===== src/rtl/cpu16_pkg.sv =====
// Shared definitions for the CPU16 program loader.
//   SYNC_BYTE      : frame start marker (0xA5)
//   WORD_W         : program word width (16)
//   loaderState_t  : loader frame FSM states
//   rxState_t      : serial receiver FSM states
//   csumAdd        : mod-256 checksum accumulate helper
package cpu16_pkg;

    localparam logic [7:0] SYNC_BYTE = 8'hA5;
    localparam int         WORD_W    = 16;

    typedef enum logic [2:0] {
        IDLE    = 3'd0,
        LEN_HI  = 3'd1,
        LEN_LO  = 3'd2,
        DATA_HI = 3'd3,
        DATA_LO = 3'd4,
        CSUM    = 3'd5,
        ERROR   = 3'd6
    } loaderState_t;

    typedef enum logic [1:0] {
        RX_IDLE  = 2'd0,
        RX_START = 2'd1,
        RX_DATA  = 2'd2,
        RX_STOP  = 2'd3
    } rxState_t;

    // Mod-256 running sum; the carry out is intentionally dropped.
    function automatic logic [7:0] csumAdd(input logic [7:0] acc, input logic [7:0] b);
        return acc + b;
    endfunction

endpackage


===== src/rtl/rom_loader_if.sv =====
// Program-memory write bus and loader status.
//   writeEn/writeAddr/writeData : one-cycle program word write
//   cpuHold                     : keep CPU in reset
//   loadDone                    : one-cycle frame-complete pulse
//   loadError                   : sticky failure flag
// Modports: master (loader drives), slave (memory/CPU side observes).
interface rom_loader_if
    import cpu16_pkg::*;
#(
    parameter int ADDR_W = 16
);
    logic              writeEn;
    logic [ADDR_W-1:0] writeAddr;
    logic [WORD_W-1:0] writeData;
    logic              cpuHold;
    logic              loadDone;
    logic              loadError;

    modport master (output writeEn, writeAddr, writeData, cpuHold, loadDone, loadError);
    modport slave  (input  writeEn, writeAddr, writeData, cpuHold, loadDone, loadError);
endinterface


===== src/rtl/rom_loader_uart_rx.sv =====
// uart_rx: 8N1 serial byte receiver.
//   clk, rstN : clock, async active-low reset
//   rx        : asynchronous serial input, idle high
//   byteValid : one-cycle strobe, byteData holds the received byte
//   byteData  : received byte (LSB first on the line)
//   frameErr  : one-cycle strobe when a stop bit is sampled low
module uart_rx
    import cpu16_pkg::*;
#(
    parameter int CLKS_PER_BIT = 868
) (
    input  logic       clk,
    input  logic       rstN,
    input  logic       rx,
    output logic       byteValid,
    output logic [7:0] byteData,
    output logic       frameErr
);
    localparam int            CW        = $clog2(CLKS_PER_BIT + 1);
    localparam logic [CW-1:0] HALF_LAST = CW'(CLKS_PER_BIT / 2 - 1);
    localparam logic [CW-1:0] BIT_LAST  = CW'(CLKS_PER_BIT - 1);

    logic          rxMeta_r, rxSync_r, rxPrev_r;
    rxState_t      state_r, stateNext;
    logic [CW-1:0] cnt_r, cntNext;
    logic [2:0]    bitIdx_r, bitIdxNext;
    logic [7:0]    shift_r, shiftNext;
    logic          byteValid_r, byteValidNext;
    logic          frameErr_r, frameErrNext;

    // Two-flop synchronizer plus one delayed copy for falling-edge detection.
    always_ff @(posedge clk or negedge rstN) begin
        if (!rstN) begin
            rxMeta_r <= 1'b1;
            rxSync_r <= 1'b1;
            rxPrev_r <= 1'b1;
        end else begin
            rxMeta_r <= rx;
            rxSync_r <= rxMeta_r;
            rxPrev_r <= rxSync_r;
        end
    end

    // Receiver state, bit timing and shift register.
    always_ff @(posedge clk or negedge rstN) begin
        if (!rstN) begin
            state_r     <= RX_IDLE;
            cnt_r       <= '0;
            bitIdx_r    <= 3'd0;
            shift_r     <= 8'h00;
            byteValid_r <= 1'b0;
            frameErr_r  <= 1'b0;
        end else begin
            state_r     <= stateNext;
            cnt_r       <= cntNext;
            bitIdx_r    <= bitIdxNext;
            shift_r     <= shiftNext;
            byteValid_r <= byteValidNext;
            frameErr_r  <= frameErrNext;
        end
    end

    // Next-state: confirm start at half a bit, then sample each bit centre.
    always_comb begin
        stateNext     = state_r;
        cntNext       = cnt_r + CW'(1);
        bitIdxNext    = bitIdx_r;
        shiftNext     = shift_r;
        byteValidNext = 1'b0;
        frameErrNext  = 1'b0;
        case (state_r)
            RX_IDLE: begin
                cntNext = '0;
                if (rxPrev_r && !rxSync_r) begin
                    stateNext = RX_START;
                end else begin
                    stateNext = RX_IDLE;
                end
            end
            RX_START: begin
                if (cnt_r == HALF_LAST) begin
                    cntNext    = '0;
                    bitIdxNext = 3'd0;
                    // A line back high at mid-start was a glitch: drop it.
                    stateNext  = rxSync_r ? RX_IDLE : RX_DATA;
                end else begin
                    stateNext = RX_START;
                end
            end
            RX_DATA: begin
                if (cnt_r == BIT_LAST) begin
                    cntNext    = '0;
                    shiftNext  = {rxSync_r, shift_r[7:1]};
                    bitIdxNext = bitIdx_r + 3'd1;
                    stateNext  = (bitIdx_r == 3'd7) ? RX_STOP : RX_DATA;
                end else begin
                    stateNext = RX_DATA;
                end
            end
            RX_STOP: begin
                if (cnt_r == BIT_LAST) begin
                    cntNext       = '0;
                    stateNext     = RX_IDLE;
                    byteValidNext = rxSync_r;
                    frameErrNext  = !rxSync_r;
                end else begin
                    stateNext = RX_STOP;
                end
            end
            default: begin
                stateNext = RX_IDLE;
                cntNext   = '0;
            end
        endcase
    end

    assign byteValid = byteValid_r;
    assign byteData  = shift_r;
    assign frameErr  = frameErr_r;
endmodule


===== src/rtl/rom_loader.sv =====
// rom_loader: receives a program image over a serial line and writes it
// into program memory while holding the CPU in reset.
//   clk, rstN : clock, async active-low reset
//   rx        : serial input, 8N1 idle high
//   bus       : write bus and status (writeEn, writeAddr, writeData,
//               cpuHold, loadDone, loadError)
// Frame: A5, len hi, len lo, N words (high byte first) [, checksum].
// Build option: define ROM_LOADER_CHECKSUM_EN to expect and verify a
// trailing checksum byte; otherwise the frame ends after the last word.
module rom_loader
    import cpu16_pkg::*;
#(
    parameter int CLKS_PER_BIT   = 868,
    parameter int ADDR_W         = 16,
    parameter int TIMEOUT_CYCLES = 1000000
) (
    input  logic          clk,
    input  logic          rstN,
    input  logic          rx,
    rom_loader_if.master  bus
);
    // Word counter must hold N up to 65535 and the limit 2^ADDR_W.
    localparam int               CNT_W     = (ADDR_W + 1 > 17) ? ADDR_W + 1 : 17;
    localparam logic [CNT_W-1:0] MAX_WORDS = CNT_W'(1) << ADDR_W;
    localparam int               TW        = $clog2(TIMEOUT_CYCLES + 1);
    localparam logic [TW-1:0]    TMO_LAST  = TW'(TIMEOUT_CYCLES - 1);

    logic       byteValid, frameErr;
    logic [7:0] byteData;

    uart_rx #(.CLKS_PER_BIT(CLKS_PER_BIT)) uRx (
        .clk       (clk),
        .rstN      (rstN),
        .rx        (rx),
        .byteValid (byteValid),
        .byteData  (byteData),
        .frameErr  (frameErr)
    );

    loaderState_t      state_r, stateNext;
    logic              writeEn_r, writeEnNext;
    logic [ADDR_W-1:0] writeAddr_r, writeAddrNext;
    logic [WORD_W-1:0] writeData_r, writeDataNext;
    logic              cpuHold_r, cpuHoldNext;
    logic              loadDone_r, loadDoneNext;
    logic              loadError_r, loadErrorNext;
    logic [7:0]        lenHi_r, lenHiNext;
    logic [7:0]        dataHi_r, dataHiNext;
    logic [CNT_W-1:0]  wordsLeft_r, wordsLeftNext;
    logic [TW-1:0]     idleCnt_r, idleCntNext;
    logic [CNT_W-1:0]  lenWords_s;
    logic              inFrame_s, timedOut_s, finish_s, badFrame_s;
`ifdef ROM_LOADER_CHECKSUM_EN
    logic [7:0]        acc_r, accNext;
`endif

    assign lenWords_s = CNT_W'({lenHi_r, byteData});
    assign inFrame_s  = (state_r != IDLE) && (state_r != ERROR);
    assign timedOut_s = inFrame_s && !byteValid && (idleCnt_r == TMO_LAST);

    // Loader state and registered outputs.
    always_ff @(posedge clk or negedge rstN) begin
        if (!rstN) begin
            state_r     <= IDLE;
            writeEn_r   <= 1'b0;
            writeAddr_r <= '0;
            writeData_r <= '0;
            cpuHold_r   <= 1'b0;
            loadDone_r  <= 1'b0;
            loadError_r <= 1'b0;
            lenHi_r     <= 8'h00;
            dataHi_r    <= 8'h00;
            wordsLeft_r <= '0;
            idleCnt_r   <= '0;
`ifdef ROM_LOADER_CHECKSUM_EN
            acc_r       <= 8'h00;
`endif
        end else begin
            state_r     <= stateNext;
            writeEn_r   <= writeEnNext;
            writeAddr_r <= writeAddrNext;
            writeData_r <= writeDataNext;
            cpuHold_r   <= cpuHoldNext;
            loadDone_r  <= loadDoneNext;
            loadError_r <= loadErrorNext;
            lenHi_r     <= lenHiNext;
            dataHi_r    <= dataHiNext;
            wordsLeft_r <= wordsLeftNext;
            idleCnt_r   <= idleCntNext;
`ifdef ROM_LOADER_CHECKSUM_EN
            acc_r       <= accNext;
`endif
        end
    end

    // Frame parsing, word writes, completion and error handling.
    always_comb begin
        stateNext     = state_r;
        writeEnNext   = 1'b0;
        loadDoneNext  = 1'b0;
        // The address steps in the cycle after each write strobe.
        writeAddrNext = writeEn_r ? (writeAddr_r + ADDR_W'(1)) : writeAddr_r;
        writeDataNext = writeData_r;
        cpuHoldNext   = cpuHold_r;
        loadErrorNext = loadError_r;
        lenHiNext     = lenHi_r;
        dataHiNext    = dataHi_r;
        wordsLeftNext = wordsLeft_r;
        finish_s      = 1'b0;
        badFrame_s    = 1'b0;
`ifdef ROM_LOADER_CHECKSUM_EN
        accNext       = acc_r;
`endif
        if (inFrame_s && !byteValid) begin
            idleCntNext = idleCnt_r + TW'(1);
        end else begin
            idleCntNext = '0;
        end

        case (state_r)
            IDLE, ERROR: begin
                if (byteValid && (byteData == SYNC_BYTE)) begin
                    stateNext     = LEN_HI;
                    loadErrorNext = 1'b0;
                    cpuHoldNext   = 1'b1;
                    writeAddrNext = '0;
`ifdef ROM_LOADER_CHECKSUM_EN
                    accNext       = 8'h00;
`endif
                end else begin
                    stateNext = state_r;
                end
            end
            LEN_HI: begin
                if (byteValid) begin
                    lenHiNext = byteData;
                    stateNext = LEN_LO;
`ifdef ROM_LOADER_CHECKSUM_EN
                    accNext   = csumAdd(acc_r, byteData);
`endif
                end else begin
                    stateNext = LEN_HI;
                end
            end
            LEN_LO: begin
                if (byteValid) begin
                    wordsLeftNext = lenWords_s;
`ifdef ROM_LOADER_CHECKSUM_EN
                    accNext       = csumAdd(acc_r, byteData);
`endif
                    if (lenWords_s == '0) begin
`ifdef ROM_LOADER_CHECKSUM_EN
                        stateNext = CSUM;
`else
                        finish_s  = 1'b1;
`endif
                    end else if (lenWords_s > MAX_WORDS) begin
                        badFrame_s = 1'b1;
                    end else begin
                        stateNext = DATA_HI;
                    end
                end else begin
                    stateNext = LEN_LO;
                end
            end
            DATA_HI: begin
                if (byteValid) begin
                    dataHiNext = byteData;
                    stateNext  = DATA_LO;
`ifdef ROM_LOADER_CHECKSUM_EN
                    accNext    = csumAdd(acc_r, byteData);
`endif
                end else begin
                    stateNext = DATA_HI;
                end
            end
            DATA_LO: begin
                if (byteValid) begin
                    writeEnNext   = 1'b1;
                    writeDataNext = {dataHi_r, byteData};
                    wordsLeftNext = wordsLeft_r - CNT_W'(1);
`ifdef ROM_LOADER_CHECKSUM_EN
                    accNext       = csumAdd(acc_r, byteData);
`endif
                    if (wordsLeft_r == CNT_W'(1)) begin
`ifdef ROM_LOADER_CHECKSUM_EN
                        stateNext = CSUM;
`else
                        finish_s  = 1'b1;
`endif
                    end else begin
                        stateNext = DATA_HI;
                    end
                end else begin
                    stateNext = DATA_LO;
                end
            end
            CSUM: begin
`ifdef ROM_LOADER_CHECKSUM_EN
                if (byteValid) begin
                    finish_s   = (csumAdd(acc_r, byteData) == 8'h00);
                    badFrame_s = (csumAdd(acc_r, byteData) != 8'h00);
                end else begin
                    stateNext = CSUM;
                end
`else
                stateNext = IDLE;
`endif
            end
            default: begin
                stateNext = IDLE;
            end
        endcase

        // Errors override any progress made this cycle.
        if (frameErr || timedOut_s || badFrame_s) begin
            stateNext     = ERROR;
            loadErrorNext = 1'b1;
            cpuHoldNext   = 1'b1;
        end else if (finish_s) begin
            stateNext    = IDLE;
            loadDoneNext = 1'b1;
            cpuHoldNext  = 1'b0;
        end else begin
            loadDoneNext = 1'b0;
        end
    end

    assign bus.writeEn   = writeEn_r;
    assign bus.writeAddr = writeAddr_r;
    assign bus.writeData = writeData_r;
    assign bus.cpuHold   = cpuHold_r;
    assign bus.loadDone  = loadDone_r;
    assign bus.loadError = loadError_r;
endmodule

===== src/flat_wrapper.sv =====
// flat-port wrapper written by rule: the top's interface ports become plain ports
module rom_loader_flat import cpu16_pkg::*;
#(
    parameter int CLKS_PER_BIT   = 868,
    parameter int ADDR_W         = 16,
    parameter int TIMEOUT_CYCLES = 1000000
)
  (clk, rstN, rx, bus_writeEn, bus_writeAddr, bus_writeData, bus_cpuHold, bus_loadDone, bus_loadError);
  rom_loader_if #(.ADDR_W(ADDR_W)) bus_i ();
  input  logic clk;
  input  logic rstN;
  input  logic rx;
  output wire logic [$bits(bus_i.writeEn)-1:0] bus_writeEn;
  output wire logic [$bits(bus_i.writeAddr)-1:0] bus_writeAddr;
  output wire logic [$bits(bus_i.writeData)-1:0] bus_writeData;
  output wire logic [$bits(bus_i.cpuHold)-1:0] bus_cpuHold;
  output wire logic [$bits(bus_i.loadDone)-1:0] bus_loadDone;
  output wire logic [$bits(bus_i.loadError)-1:0] bus_loadError;
  assign bus_writeEn = bus_i.writeEn;
  assign bus_writeAddr = bus_i.writeAddr;
  assign bus_writeData = bus_i.writeData;
  assign bus_cpuHold = bus_i.cpuHold;
  assign bus_loadDone = bus_i.loadDone;
  assign bus_loadError = bus_i.loadError;
  rom_loader #(.CLKS_PER_BIT(CLKS_PER_BIT), .ADDR_W(ADDR_W), .TIMEOUT_CYCLES(TIMEOUT_CYCLES)) u_core (.clk(clk), .rstN(rstN), .rx(rx), .bus(bus_i));
endmodule

===== config.mk =====
export PLATFORM = sky130hd
export DESIGN_NAME = rom_loader_flat
export DESIGN_NICKNAME = d
export VERILOG_FILES = /design/src/rtl/cpu16_pkg.sv /design/src/rtl/rom_loader_if.sv /design/src/rtl/rom_loader_uart_rx.sv /design/src/rtl/rom_loader.sv /design/src/flat_wrapper.sv
export SDC_FILE = /design/constraint.sdc
export NUM_CORES = 1
export LEC_CHECK = 0
export ABC_AREA = 1
export BUFFER_PORTS_ARGS = -buffer_cell sky130_fd_sc_hd__buf_2
export CORE_MARGIN = 2
export CORE_UTILIZATION = 50
export CTS_CLUSTER_SIZE = 25
export DETAILED_ROUTE_END_ITERATION = 7
export PLACE_DENSITY_LB_ADDON = 0.25
export REMOVE_ABC_BUFFERS = 1
export SLEW_MARGIN = 0
export SYNTH_ARGS = -nofsm -noshare
export SYNTH_HDL_FRONTEND = slang
export SYNTH_HIERARCHICAL = 1
export SYNTH_SLANG_ARGS = --single-unit
export TNS_END_PERCENT = 20

===== constraint.sdc =====
create_clock -name clk -period 1.8 [get_ports clk]
set_clock_uncertainty 0.15 [all_clocks]
set_input_delay 0.45 -clock clk [delete_from_list [all_inputs] [get_ports clk]]
set_output_delay 0.45 -clock clk [all_outputs]
set_load 0.01 [all_outputs]

==> results of run 1 <==
-- layer usage --
| metal | vias to the layer above | global-route usage | wire length (um) |
|---|---|---|---|
| li1 | 2634 | - | - |
| met1 | 2550 | 0.2983 | 6270 |
| met2 | 138 | 0.3671 | 6705 |
| met3 | 20 | 0.06589 | 616 |
| met4 | 0 | 0.07952 | 245 |
| met5 | - | 0 | 0 |
-- stage by stage --
step | TNS [ns] | utilization | cells
after detailed placement | 0 | 0.5501 | 962
after CTS | 0 | 0.6098 | 996
after floorplan | -0.07612 | - | 759
after global routing | -0.1032 | 0.6209 | 1000
final | 0 | 0.6209 | 1000
after global placement | 0 | 0.5501 | 962
-- sequential cells by signal (all words and copies together), names as in the netlist --
register	count
u_core/bus.cpuHold	1
u_core/bus.loadDone	1
u_core/bus.loadError	1
u_core/bus.writeAddr	16
u_core/bus.writeData	16
u_core/bus.writeEn	1
u_core/dataHi_r	8
u_core/idleCnt_r	20
u_core/lenHi_r	8
u_core/state_r	3
u_core/uRx/bitIdx_r	3
u_core/uRx/byteData	8
u_core/uRx/byteValid	1
u_core/uRx/cnt_r	10
u_core/uRx/frameErr	1
u_core/uRx/rxMeta_r	1
u_core/uRx/rxPrev_r	1
u_core/uRx/rxSync_r	1
u_core/uRx/state_r	2
u_core/wordsLeft_r	17
-- cell usage in the layout, fill, tap and decap left out, drive strengths merged, types with 13 or more instances in the layout --
| cell type | synthesis | routed |
|---|---|---|
| nand2 | 209 | 209 |
| nor2 | 126 | 126 |
| dfrtp | 117 | 117 |
| inv | 84 | 84 |
| o21ai | 64 | 64 |
| buf | 12 | 60 |
| nand3 | 52 | 52 |
| a21oi | 30 | 30 |
| nor3 | 22 | 22 |
| clkbuf | 1 | 21 |
| nand4 | 13 | 13 |
-- timing repair --
action / CTS / global route
endpoints found under the hold margin: 118 / 0
setup endpoints to repair: 0 / 25
buffers inserted: 0 / 4
hold buffers: 2 / 0
gates resized for setup: 0 / 30
-- kinds of logic after synthesis --
| kind of cell | after synthesis |
|---|---|
| compound gates | 107 |
| xor+xnor | 10 |
| fa+ha+maj | 8 |
| buf+inv | 99 |
| flops | 120 |
| simple gates | 428 |
-- final cells by class --
class / instances / share of cell area
Clock buffer: 21 / 0.06442
Multi-Input combinational cell: 553 / 0.3796
Sequential cell: 120 / 0.4036
Tap cell: 147 / 0.02466
Clock inverter: 11 / 0.02902
Timing Repair Buffer: 62 / 0.05402
Inverter: 86 / 0.04462
-- final timing paths --
check                                        start                       end  slack, ns  depth (start not counted)
hold / removal                 u_core/uRx/rxMeta_r       u_core/uRx/rxSync_r       0.21                          0
min in group asynchronous                     rstN      u_core/idleCnt_r[12]       0.42                          3
max in group asynchronous                     rstN         u_core/state_r[2]       0.71                          3
hold reg to reg                u_core/uRx/rxMeta_r       u_core/uRx/rxSync_r       0.21                          0
setup / recovery           u_core/bus.writeAddr[0]  u_core/bus.writeAddr[14]       0.08                          7
setup reg to reg           u_core/bus.writeAddr[0]  u_core/bus.writeAddr[14]       0.08                          7
-- worst max-delay path, cell delays in order, from the launching register on --
cell     delay (ns)
dfrtp_1        0.40
ha_1           0.22
nand3_2        0.14
nor2_2         0.15
nand3_1        0.15
nor3_2         0.16
nor2_1         0.06
nor3_1         0.18
-- power by group through the flow --
stage	Sequential, mW	Clock [mW]	Combinational, mW
6_report	2.83	3.93	0.366
5_1_grt	2.85	4.15	0.431
4_1_cts	2.83	4.00	0.371
3_5_place_dp	2.88	0	0.365
3_3_place_gp	2.88	0	0.360
2_1_floorplan	2.86	0	0.251
==> metrics.txt, run 1 <==
synth warn=6; crit start category=flop; Die Ht=115.0 um; routed wire length=13.84 mm; Mapped Cells=772; dominant cell type by area after synthesis=dfrtp_1; worst-margin pin slew=0.3830 ns; number of diodes=0; FFs w/ async S/R, synth=1.000; Area contributors post-synth=dfrtp_1 (48%), nand2_1 (12%), nor2_1 (6.3%); Min-Delay Path Class=flop to flop; total number of vias=5342; worst skew pair latency=0.41 ns; post-synthesis compound-gate area fraction=0.09285; synthesized area=6158 um2; VDD IR-drop max=820.7 uV; largest net degree at the start of global routing=71; Final Hold Viols=0; Worst Path Required=1.97 ns; Setup crit end kind=flop; Reg clk slew, reported paths=0.05 ns; global placer's final weighted congestion=0.8898; DP Worst Slack=0.05231 ns; die area=13220 um2; # IOs=39; max-cap violations=0; wire length per cell=13.84 um; synthesized flop and latch total=120; All-Layer GR Usage=0.2287; PortBufs=38; Commonest cells post-synth=nand2_1 (197), dfrtp_1 (117), nor2_1 (103); switching power=1.504 mW; row count=40; initial antenna violation count=0; run status=completed; Final period util=0.9528; Routed Antenna Nets=0; largest family of logic cells by synthesized area=simple AND/OR/NAND/NOR gates; Vias/cell=5.342; Power Total=7.131 mW; H-tree depth reported by CTS=4; Final HPWL DP=9.639 mm; grt ovf=0; RSZ-0062 raised after global routing=yes; Synth Area in Simple Gates=0.3210; Seq/Total Area, Yosys=0.4882; sequential share of power=0.397; Pwr Density=956.1 nW/um2; CTS Sinks=120; Register Area=3010 um2; drt first-iter violations=442; Post-synth EDFFs=0; number of setup violations in the final report=0; Internal Power=5.627 mW; Synth Flop Type=dfrtp_1; Synth Area in XOR/XNOR=0.01422; Crit Path Max Fanout=4; area of the multi-input gates=2831 um2; first-pass GRT wire length=24.04 mm; fillers=990; synthesized area per cell=7.977 um2; Chip Width=115.0 um; Peak Freq=583.1 MHz; mux share of post-synthesis cell area=0; area grow syn2layout=21.11%; Initial Util=0.5127; Clock power frac=0.551; CP Data Arrival Time=1.88 ns; # DRC=0; Initial DRT Pass Iterations=5; Slew Viols, Final=0; Sw Ratio=0.2110; vias in the first global route=5217; top-count cell post-synth=nand2_1; post-synth cell types=45; Design Area, Final=7458 um2; Synth top area share=0.4754; Adder-Cell Fraction of Synth Area=0.01625; final worst slack=0.08495 ns; Clock Tree Buf Depth=2; core area=12010 um2; leakage=3.681 nW; max_slew headroom=0.7447; kind of critical path=flop to flop; Logic pwr share=0.051; nets=851; hold_ws=0.2084 ns; CTS buffer count=17; CTS Root Cell=clkbuf_16; CTS tree=built; minimum clock period=1.715 ns; share of cells above drive strength 1=0.2028; dpl cell area=6608 um2
(Power assumes the default switching activity.)
==> run 2, diff against run 1 <==
- ABC_AREA: 1 -> not set
==> run 2 against run 1 <==
  * Utilization is 3.4 points higher
  * The run now ends with negative setup slack left
  * Combinational power decreased by 16%
  * Sequential cell count stayed put
  * Critical path type unchanged
  * Hold slack got worse by 0.0034 ns
  * Critical path depth decreased by 3
  * Total power decreased by 6.3%
  * Global-route usage down 0.36 points
  * Final area shrank 0.65%
  * Count of clock-buffer cells in the layout is 4 lower
  * Sequential share of layout area increased by 0.30 points
  * Largest power group unchanged
  * First-iteration DRC count decreased by 27%
==> metrics.txt, run 2 <==
RSZ-0062 raised after global routing=yes (unchanged); share of cells above drive strength 1=0.3114 (was 0.2028); Non-Filler Instances=827 (was 1000); Final period util=1.030 (was 0.9528); CTS Root Cell=clkbuf_16 (unchanged); Setup crit end kind=flop (unchanged); run status=finished, violations left (was completed); largest net degree at the start of global routing=32 (was 71); Clock Tree Buf Depth=2 (unchanged); Final HPWL DP=8.825 mm (was 9.639 mm); kind of critical path=flop to flop (unchanged); Synth Flop Type=dfrtp_1 (unchanged); Hold Path End=u_core/uRx/rxSync_r (unchanged); dominant cell type by area after synthesis=dfrtp_1 (unchanged); initial antenna violation count=0 (unchanged); Inst Count DP=787 (was 962); CTS tree=built (unchanged); grt ovf=0 (unchanged); crit path cell chain=or4_4 -> nor3_4 -> o22a_1 -> and3b_1 (was ha_1 -> nand3_2 -> nor2_2 -> nand3_1 -> nor3_2 -> nor2_1 -> nor3_1); Synth top area share=0.5070 (was 0.4754); Routed Antenna Nets=0 (unchanged); minimum clock period=1.855 ns (was 1.715 ns); fillers=877 (was 990); r2r endpoint=u_core/state_r[0] (was u_core/bus.writeAddr[14]); final worst slack=-0.05457 ns (was 0.08495 ns); nets=682 (was 851); Util after Layout=0.6545 (was 0.6209); VDD IR-drop max=609.9 uV (was 820.7 uV); failing checks=negative setup slack; Min-Delay Path Class=flop to flop (unchanged); worst r2r path cells=4 (was 7); CTS Sinks=120 (unchanged); row count=39 (was 40); Reg clk slew, reported paths=0.06 ns (was 0.05 ns); Register Area=3013 um2 (was 3010 um2); number of diodes=0 (unchanged); core area=11320 um2 (was 12010 um2); WHS Path Cells=0 (unchanged); H-tree depth reported by CTS=4 (unchanged); Design Area, Final=7410 um2 (was 7458 um2); area of the multi-input gates=2758 um2 (was 2831 um2); Crit Path Max Fanout=4 (unchanged); hold_ws=0.2050 ns (was 0.2084 ns); worst-margin pin slew=0.3968 ns (was 0.3830 ns); most frequent cells in the layout=dfrtp_1 (112), nand2_1 (82), buf_4 (68) (was nand2_1 (197), dfrtp_1 (114), nor2_1 (95)); CP max stage cell=or4_4 (was dfrtp_1); wire length per cell=15.94 um (was 13.84 um); synthesized flop and latch total=120 (unchanged); worst hold start=u_core/uRx/rxMeta_r (unchanged); # IOs=39 (unchanged); Largest regs=u_core/idleCnt_r x20, u_core/wordsLeft_r x17 (unchanged); Slew Viols, Final=0 (unchanged); global placer's final weighted congestion=0.8698 (was 0.8898); post-synth cell types=66 (was 45); Power Total=6.679 mW (was 7.131 mW); commonest non-fill, non-tap cell in the layout=dfrtp_1 (was nand2_1); number of setup violations in the final report=18 (was 0); largest stage delay on the critical path=0.58 ns (was 0.40 ns); Pwr Density=901.4 nW/um2 (was 956.1 nW/um2); CP Data Arrival Time=2.00 ns (was 1.88 ns); vias in the first global route=4637 (was 5217); Chip Width=111.5 um (was 115.0 um); Final Hold Viols=0 (unchanged); Post-synth EDFFs=0 (unchanged); Commonest cells post-synth=dfrtp_1 (117), nand2_1 (82), nor2_1 (65) (was nand2_1 (197), dfrtp_1 (117), nor2_1 (103)); max reg flops=20 (unchanged); # DRC=0 (unchanged); top-count cell post-synth=dfrtp_1 (was nand2_1); Setup TNS=-0.3977 ns (was 0 ns); synth warn=6 (unchanged); crit start category=flop (unchanged); Largest Register=u_core/idleCnt_r (unchanged); max_slew headroom=0.7355 (was 0.7447); area grow syn2layout=28.32% (was 21.11%); leakage=3.614 nW (was 3.681 nW); FFs w/ async S/R, synth=1.000 (unchanged); max-cap violations=0 (unchanged); PortBufs=38 (unchanged); synthesized area per cell=10.29 um2 (was 7.977 um2); r2r setup slk=-0.05 ns (was 0.08 ns); Initial Util=0.5101 (was 0.5127); Mapped Cells=561 (was 772); Seq/Total Area, Yosys=0.5207 (was 0.4882); routed wire length=13.18 mm (was 13.84 mm); die area=12420 um2 (was 13220 um2); Area contributors post-synth=dfrtp_1 (51%), nand2_1 (5.3%), nor2_1 (4.2%) (was dfrtp_1 (48%), nand2_1 (12%), nor2_1 (6.3%)); RR Startpoint=u_core/uRx/byteData[1] (was u_core/bus.writeAddr[0]); Die Ht=111.5 um (was 115.0 um); Worst Path Required=1.95 ns (was 1.97 ns); Vias/cell=5.493 (was 5.342); drt first-iter violations=322 (was 442); first-pass GRT wire length=22.73 mm (was 24.04 mm); worst skew pair latency=0.41 ns (about the same); Initial DRT Pass Iterations=4 (was 5); All-Layer GR Usage=0.2251 (was 0.2287); Peak Freq=539.2 MHz (was 583.1 MHz); DP Worst Slack=-0.1222 ns (was 0.05231 ns); dpl cell area=6580 um2 (was 6608 um2); total number of vias=4543 (was 5342); synthesized area=5774 um2 (was 6158 um2); CTS buffer count=17 (unchanged)
-- run 2: layout make-up --
type                       instances  share of cell area
tap                              143             0.02415
clock inverter                    15             0.02567
multi-input combinational        410              0.3722
sequential                       120              0.4066
inverter                          10            0.005066
clock buffer                      17             0.05741
timing repair buffer             112              0.1089
-- run 2: logic make-up after synthesis --
family	after synthesis	synth area share
AND/OR/NAND/NOR	256	0.2275
flip-flops	120	0.5207
AO/OA/AOI/OAI	73	0.08148
XOR/XNOR	40	0.06067
multiplexers	33	0.06544
buffers and inverters	31	0.02687
adder cells (fa/ha/maj)	8	0.01734
-- run 2: layer usage --
metal	wire length, um	vias up	global-route usage
met5	0	-	0
met4	248	0	0.08066
met3	532	15	0.05553
met2	6238	100	0.3561
met1	6165	2249	0.3051
li1	-	2179	-
-- run 2: worst max path at each step --
stage	startpoint	to	slack [ns]	cells after the start
floorplan	u_core/uRx/byteValid	u_core/state_r[0]	-0.75	5
global placement	u_core/uRx/byteData[1]	u_core/bus.writeAddr[3]	-0.07	5
detailed placement	u_core/uRx/byteData[3]	u_core/state_r[0]	-0.12	4
CTS	u_core/uRx/byteData[1]	u_core/state_r[0]	-0.04	4
global route	u_core/wordsLeft_r[13]	u_core/state_r[0]	-0.16	5
finish	u_core/uRx/byteData[1]	u_core/state_r[0]	-0.05	4
-- run 2: power breakdown --
part / internal, mW / leakage, nW / switching [mW] / total, mW
Combinational: 0.133 / 1.67 / 0.176 / 0.309
Sequential: 2.76 / 1.65 / 0.0927 / 2.85
Clock: 2.21 / 0.300 / 1.31 / 3.52
Total: 5.10 / 3.61 / 1.58 / 6.68
-- run 2: timing repair --
item	4_1_cts	5_1_grt
gates resized for setup	9	28
endpoints found under the setup margin	43	80
hold endpoints to repair	22	0
hold buffers	2	0
buffers inserted	0	6
pin swaps	6	12
-- run 2: critical path, delay by kind of cell, from the launching register on --
kind            cells  cell delay (ns)
flops               1             0.38
simple gates        3             0.99
compound gates      1             0.22
